## config.mk

```make
export PLATFORM = sky130hd
export DESIGN_NAME = mem_port_arbiter
export DESIGN_NICKNAME = d
export VERILOG_FILES = /design/src/rtl/mem_port_arbiter.sv
export SDC_FILE = /design/constraint.sdc
export NUM_CORES = 1
export LEC_CHECK = 0
export ABC_AREA = 1
export ABC_CLOCK_PERIOD_IN_PS = 1060
export CAP_MARGIN = 5
export CELL_PAD_IN_SITES_DETAIL_PLACEMENT = 1
export CELL_PAD_IN_SITES_GLOBAL_PLACEMENT = 1
export CORE_AREA = 8 8 72 74
export CTS_CLUSTER_SIZE = 16
export DETAILED_ROUTE_END_ITERATION = 12
export DIE_AREA = 0 0 80 82
export DONT_BUFFER_PORTS = 1
export GPL_TIMING_DRIVEN = 0
export PLACE_DENSITY = 0.78
export SLEW_MARGIN = 20
export SYNTH_ARGS = -nofsm -noshare
export SYNTH_HDL_FRONTEND = slang
export SYNTH_SLANG_ARGS = --single-unit
```

## constraint.sdc

```tcl
create_clock -name clk -period 1.06 [get_ports clk]
set_clock_uncertainty 0.2 [all_clocks]
set_input_delay 0.159 -clock clk [delete_from_list [all_inputs] [get_ports clk]]
set_output_delay 0.159 -clock clk [all_outputs]
set_load 0.01 [all_outputs]
```

## src/rtl/mem_port_arbiter.sv

```systemverilog
// mem_port_arbiter: shares one unified instruction/data memory between the
// IF-stage fetch port and the MEM-stage load/store port. Grants are
// combinational (a denied grant stalls that stage); read data returns one
// cycle after the grant and is routed by a registered owner tag.
// Optional feature macro: MEM_ARB_FAIR_EN (bounded data priority: after
// FAIR_LIMIT consecutive data grants with fetch waiting, fetch wins a cycle).
module mem_port_arbiter #(
    parameter int ADDR_W     = 8,
    parameter int FAIR_LIMIT = 4
) (
    input  logic              clk,
    input  logic              rst_n,
    input  logic              if_req,
    input  logic [ADDR_W-1:0] if_addr,
    output logic              if_gnt,
    output logic              if_rvalid,
    output logic [31:0]       if_rdata,
    input  logic              d_req,
    input  logic              d_we,
    input  logic [3:0]        d_be,
    input  logic [ADDR_W-1:0] d_addr,
    input  logic [31:0]       d_wdata,
    output logic              d_gnt,
    output logic              d_rvalid,
    output logic [31:0]       d_rdata,
    output logic              mem_en,
    output logic              mem_we,
    output logic [3:0]        mem_be,
    output logic [ADDR_W-3:0] mem_addr,
    output logic [31:0]       mem_wdata,
    input  logic [31:0]       mem_rdata
);

    typedef enum logic [1:0] {
        OWN_NONE = 2'd0,
        OWN_IF   = 2'd1,
        OWN_DATA = 2'd2
    } owner_e;

    owner_e owner_q;
    owner_e owner_d;
    logic   if_gnt_s;
    logic   d_gnt_s;
    logic   force_if_s;

    // Byte-offset bits are ignored by a word-addressed memory.
    logic unused_s;
    assign unused_s = ^{if_addr[1:0], d_addr[1:0], 3'(FAIR_LIMIT)};

`ifdef MEM_ARB_FAIR_EN
    localparam logic [2:0] LIMIT = 3'(FAIR_LIMIT);

    logic [2:0] streak_q;
    logic [2:0] streak_d;

    // Fetch is forced once data has won LIMIT times in a row while fetch waited.
    always_comb begin
        force_if_s = if_req & d_req & (streak_q == LIMIT);
    end

    // Streak counts data grants that starved a waiting fetch; saturates at LIMIT.
    always_comb begin
        streak_d = streak_q;
        if (!if_req || if_gnt_s) begin
            streak_d = 3'd0;
        end else if (d_gnt_s && (streak_q < LIMIT)) begin
            streak_d = streak_q + 3'd1;
        end else begin
            streak_d = streak_q;
        end
    end

    // Streak register.
    always_ff @(posedge clk or negedge rst_n) begin
        if (!rst_n) begin
            streak_q <= 3'd0;
        end else begin
            streak_q <= streak_d;
        end
    end
`else
    assign force_if_s = 1'b0;
`endif

    // Arbitration: data (older instruction) wins unless fetch is being forced;
    // grants are held low while reset is asserted.
    always_comb begin
        if_gnt_s = 1'b0;
        d_gnt_s  = 1'b0;
        if (!rst_n) begin
            if_gnt_s = 1'b0;
            d_gnt_s  = 1'b0;
        end else if (d_req && !force_if_s) begin
            d_gnt_s = 1'b1;
        end else if (if_req) begin
            if_gnt_s = 1'b1;
        end else begin
            if_gnt_s = 1'b0;
            d_gnt_s  = 1'b0;
        end
    end

    assign if_gnt = if_gnt_s;
    assign d_gnt  = d_gnt_s;

    // Memory command driven by whichever port holds the grant.
    always_comb begin
        mem_en    = 1'b0;
        mem_we    = 1'b0;
        mem_be    = 4'h0;
        mem_addr  = {(ADDR_W-2){1'b0}};
        mem_wdata = 32'h0000_0000;
        case ({d_gnt_s, if_gnt_s})
            2'b10: begin
                mem_en    = 1'b1;
                mem_we    = d_we;
                mem_be    = d_we ? d_be : 4'hF;
                mem_addr  = d_addr[ADDR_W-1:2];
                mem_wdata = d_we ? d_wdata : 32'h0000_0000;
            end
            2'b01: begin
                mem_en   = 1'b1;
                mem_we   = 1'b0;
                mem_be   = 4'hF;
                mem_addr = if_addr[ADDR_W-1:2];
            end
            default: begin
                mem_en = 1'b0;
            end
        endcase
    end

    // Next owner: tag the read granted this cycle; stores and idle cycles own nothing.
    always_comb begin
        owner_d = OWN_NONE;
        if (if_gnt_s) begin
            owner_d = OWN_IF;
        end else if (d_gnt_s && !d_we) begin
            owner_d = OWN_DATA;
        end else begin
            owner_d = OWN_NONE;
        end
    end

    // Owner register; reset drops any in-flight read.
    always_ff @(posedge clk or negedge rst_n) begin
        if (!rst_n) begin
            owner_q <= OWN_NONE;
        end else begin
            owner_q <= owner_d;
        end
    end

    // Route returning read data to its owner; the other port sees zero.
    always_comb begin
        if_rvalid = 1'b0;
        d_rvalid  = 1'b0;
        if_rdata  = 32'h0000_0000;
        d_rdata   = 32'h0000_0000;
        case (owner_q)
            OWN_IF: begin
                if_rvalid = 1'b1;
                if_rdata  = mem_rdata;
            end
            OWN_DATA: begin
                d_rvalid = 1'b1;
                d_rdata  = mem_rdata;
            end
            default: begin
                if_rvalid = 1'b0;
                d_rvalid  = 1'b0;
            end
        endcase
    end

endmodule
```

=== Word-level counts from Yosys, hierarchy flattened ===
Cells that the tools add are included.

* Register bits: 2
* Output and inout port bits: 112

* Reductions and logical operators: 3
* Eq/ne operators: 4
* Mux-type cells: 18

{| class="wikitable"
|+ Operators with widths
! cell !! count
|-
| 32-bit two-way mux || 4
|-
| 6-bit one-hot mux with 2 select lines || 1
|-
| 1-bit two-way mux || 9
|-
| 4-bit one-hot mux with 2 select lines || 1
|-
| 2-bit by 1-bit equality test with 1-bit output, second input constant || 2
|-
| 2-bit equality test, second input constant || 2
|-
| 2-bit two-way mux || 2
|-
| 4-bit two-way mux || 1
|-
| 2-bit OR reduction || 1
|-
| 1-bit logical AND || 1
|-
| 1-bit logical NOT || 1
|}

=== Depth between registers and ports, before layout ===
* Depth after elaboration: 6
* Mapped depth: 6
* Gate-level depth less buffers: 4

=== Worst setup path before layout ===
Ideal clock, no wire load.

* Path type: flip-flop to output port
* From: reg owner_q[0]
* To: out d_rdata[10]
* Stages on the path, launching flop included: 5
* Buffers on the path: 1
* Setup slack: -0.238 ns
* Data arrival time: 0.939 ns
* Cell sequence: dfrtp_1 > nor2_2 > inv_2 > buf_6 > nor2_1

* Longest elaborated chain between the ends: 2

{| class="wikitable"
|+ Ends and longest elaborated chain
! what !! RTL line !! text
|-
| start: declaration || 40 || <nowiki>owner_e owner_q;</nowiki>
|-
| start signal: assignment || 150 || <nowiki>owner_q <= owner_d;</nowiki>
|-
| 2-bit equality test || 160 || <nowiki>case (owner_q)</nowiki>
|-
| 32-bit two-way mux || 160 ||
|-
| end: declaration || 25 || <nowiki>output logic [31:0] d_rdata,</nowiki>
|}

Every way passes these cells.

=== Worst setup path after layout ===
* From: reg owner_q[0]
* To: out d_rdata[1]

Same word-level chain as after synthesis.

==> results.cfg <==
[yosys]
synthAdderAreaFrac = 0
synth.mux.area_fraction = 0
synth_top_family_by_area = simple AND/OR/NAND/NOR gates
synthCells = 225
synthXorXnorAreaFrac = 0
synth.area.top_cells = nor2_1, nand2_1, inv_1, dfrtp_1, buf_6
yosysSeqAreaShare = 0.0485
ys_seq_elements = 2
yosysUniqueCellTypes = 17
syn_nets = 314
synth-simple-area-share = 0.652
yosys.area.top_type = nor2_1
ys_warn_count = 0
yosysTopAreaCellShare = 0.357
avgSynthCellArea_um2 = 4.58
synth_compound_area_frac = 0
synth_area_um2 = 1030

[global_route]
globalRouteMet1Util = 0.135
antenna_found_initial = 0
use_met3 = 0.0788
grt_max_degree = 12
grt_busiest_layer = met2
gr-total-overflow = 0
grt_usage = 0.166
use_met2 = 0.351
grt_pass1_wl_um = 8730
grt_pass1_vias = 1615

[clock_network]
clk_pin_slew_ps = 30
tritoncts = done
cts_hold_repair.buffers = 1
cts_root_buffer = clkbuf_8
h-tree-depth = 1
cts_num_sinks = 2
cts_buffer_depth = 2
cts_buffers = 3

[timing]
whs_ps = -9.12
finalCritPeriodShare = 1.46
setup_tns_ps = -29640
tightest_slew_ps = 240
finalHoldViolCount = 2
setup_ws_ps = -490
setup_viol_count_final = 76
slew_viol_final = 0
grt_setup_unrepaired = true
fmax_mhz = 645
slew_headroom = 0.839
period_needed_ps = 1550

[die]
top_level_ports = 201
die_h_um = 82
chipWidth_um = 80
dieArea_um2 = 6560
row_count = 24
core_area_um2 = 4140
start_util = 0.249

[final_layout]
syn_to_final_growth_pct = 105
drive_gt1_frac = 0.645
reg_top3 = owner_q x2
largest_reg_flops = 2
regMostFlops = owner_q
n_antenna_cell = 0
fin_nets = 339

[place]
place.gp.congestion = 0.741
post-dp-hpwl_um = 4720
port_buffers = 0

[route]
drtAntennaViolNets = 0
wirelength_um = 6650
drc_errors = 0
post_drt_wl_per_cell_um = 22.2
via_count = 1470
first_pass_iters = 2
drt-initial-drc-count = 26
vias_per_cell = 4.90

[critical_path]
crit_type = reg2out
cp-end-kind = output pin
cp_max_fo = 10
worstPathArrival_ps = 1190
worstPathRequired_ps = 700
critPathLaunchType = register

[hold_path]
hp-class = in2async

[pwr]
leakagePower_nw = 0.907
ir_worst_vdd_v = 0.000244
power_density_nw_per_um2 = 532
power.total_mw = 1.12

[status]
failed_checks = negative hold slack, negative setup slack
outcome = finished, violations left

[flow_run]
max_cap_viol_count = 0
-- Yosys cell counts --
master,instances
nor2_1,98
nand2_2,5
inv_4,1
nand4_1,6
nand3_2,1
nand2_1,53
nand2_8,1
buf_6,4
nor2_2,1
buf_12,1
dfrtp_1,2
buf_4,2
buf_2,4
clkbuf_1,1
clkbuf_8,3
inv_1,41
inv_2,1
-- placed cells by master, fill, tap and decap left out, types with 2 or more instances in the layout --
cell / count
nor2_4: 64
nand2_1: 38
inv_1: 38
nor2_2: 31
nand2_2: 17
buf_4: 13
clkbuf_16: 6
nand4_1: 6
buf_12: 5
buf_6: 5
nand2_4: 4
nor2_1: 4
clkbuf_8: 3
buf_8: 2
-- repair_timing --
item | 4_1_cts | 5_1_grt
setup endpoints to repair | 105 | 103
gates cloned | 5 | 2
gates resized for setup | 95 | 39
endpoints found under the hold margin | 2 | 2
buffers inserted | 6 | 6
pin swaps | 13 | 13
-- logic make-up (layout without fill, tap and decap cells) --
| group | count (synthesis) | count (layout) |
|---|---|---|
| AND/OR/NAND/NOR | 165 | 166 |
| buffers and inverters | 58 | 80 |
| flip-flops | 2 | 2 |
-- layer usage --
| layer | share of wire | wire [um] | vias up |
|---|---|---|---|
| met4 | 0.0071 | 47 | 0 |
| met5 | 0 | 0 | - |
| met2 | 0.57 | 3800 | 112 |
| li1 | - | - | 687 |
| met3 | 0.13 | 849 | 4 |
| met1 | 0.29 | 1950 | 667 |
-- power breakdown --
group	leakage, nW	internal [mW]	switching (mW)
Sequential	0.0254	0.0802	0.00210
Combinational	0.860	0.270	0.478
Clock	0.0216	0.240	0.0534
-- path summary, 6_finish.rpt --
check,cells after the start,from,end,slack (ps)
worst max-delay path,4,owner_q[0]$_DFF_PN0_,d_rdata[1],-490
worst min-delay path,1,rst_n,owner_q[0]$_DFF_PN0_,-9
max in group asynchronous,1,rst_n,owner_q[0]$_DFF_PN0_,530
min in group clk,2,if_req,owner_q[0]$_DFF_PN0_,40
-- critical path: stages (launching register included) --
cell and delay (ps):
dfrtp_2 410, nor2_4 160, inv_4 80, buf_8 170, nor2_2 170
-- area by class of cell --
| type | count | area (um2) |
|---|---|---|
| Multi-Input combinational cell | 166 | 1300 |
| Tap cell | 52 | 65.1 |
| Inverter | 43 | 180 |
| Buffer | 15 | 255 |
| Clock buffer | 3 | 41.3 |
| Fill cell | 495 | 2030 |
| Sequential cell | 2 | 51.3 |
| Timing Repair Buffer | 19 | 221 |
-- stage by stage --
| step | hold WS, ps | util | setup slack, ps | cell area (um2) | instances |
|---|---|---|---|---|---|
| 2_1_floorplan | -337 | - | -163 | 1280 | 225 |
| 3_3_place_gp | -336 | 0.324 | -279 | 1340 | 277 |
| 3_5_place_dp | -336 | 0.324 | -284 | 1340 | 277 |
| 4_1_cts | -8.25 | 0.456 | -483 | 1890 | 292 |
| 5_1_grt | -11.2 | 0.510 | -548 | 2110 | 300 |
| 6_report | -9.12 | 0.510 | -490 | 2110 | 300 |
(Power assumes the default switching activity.)
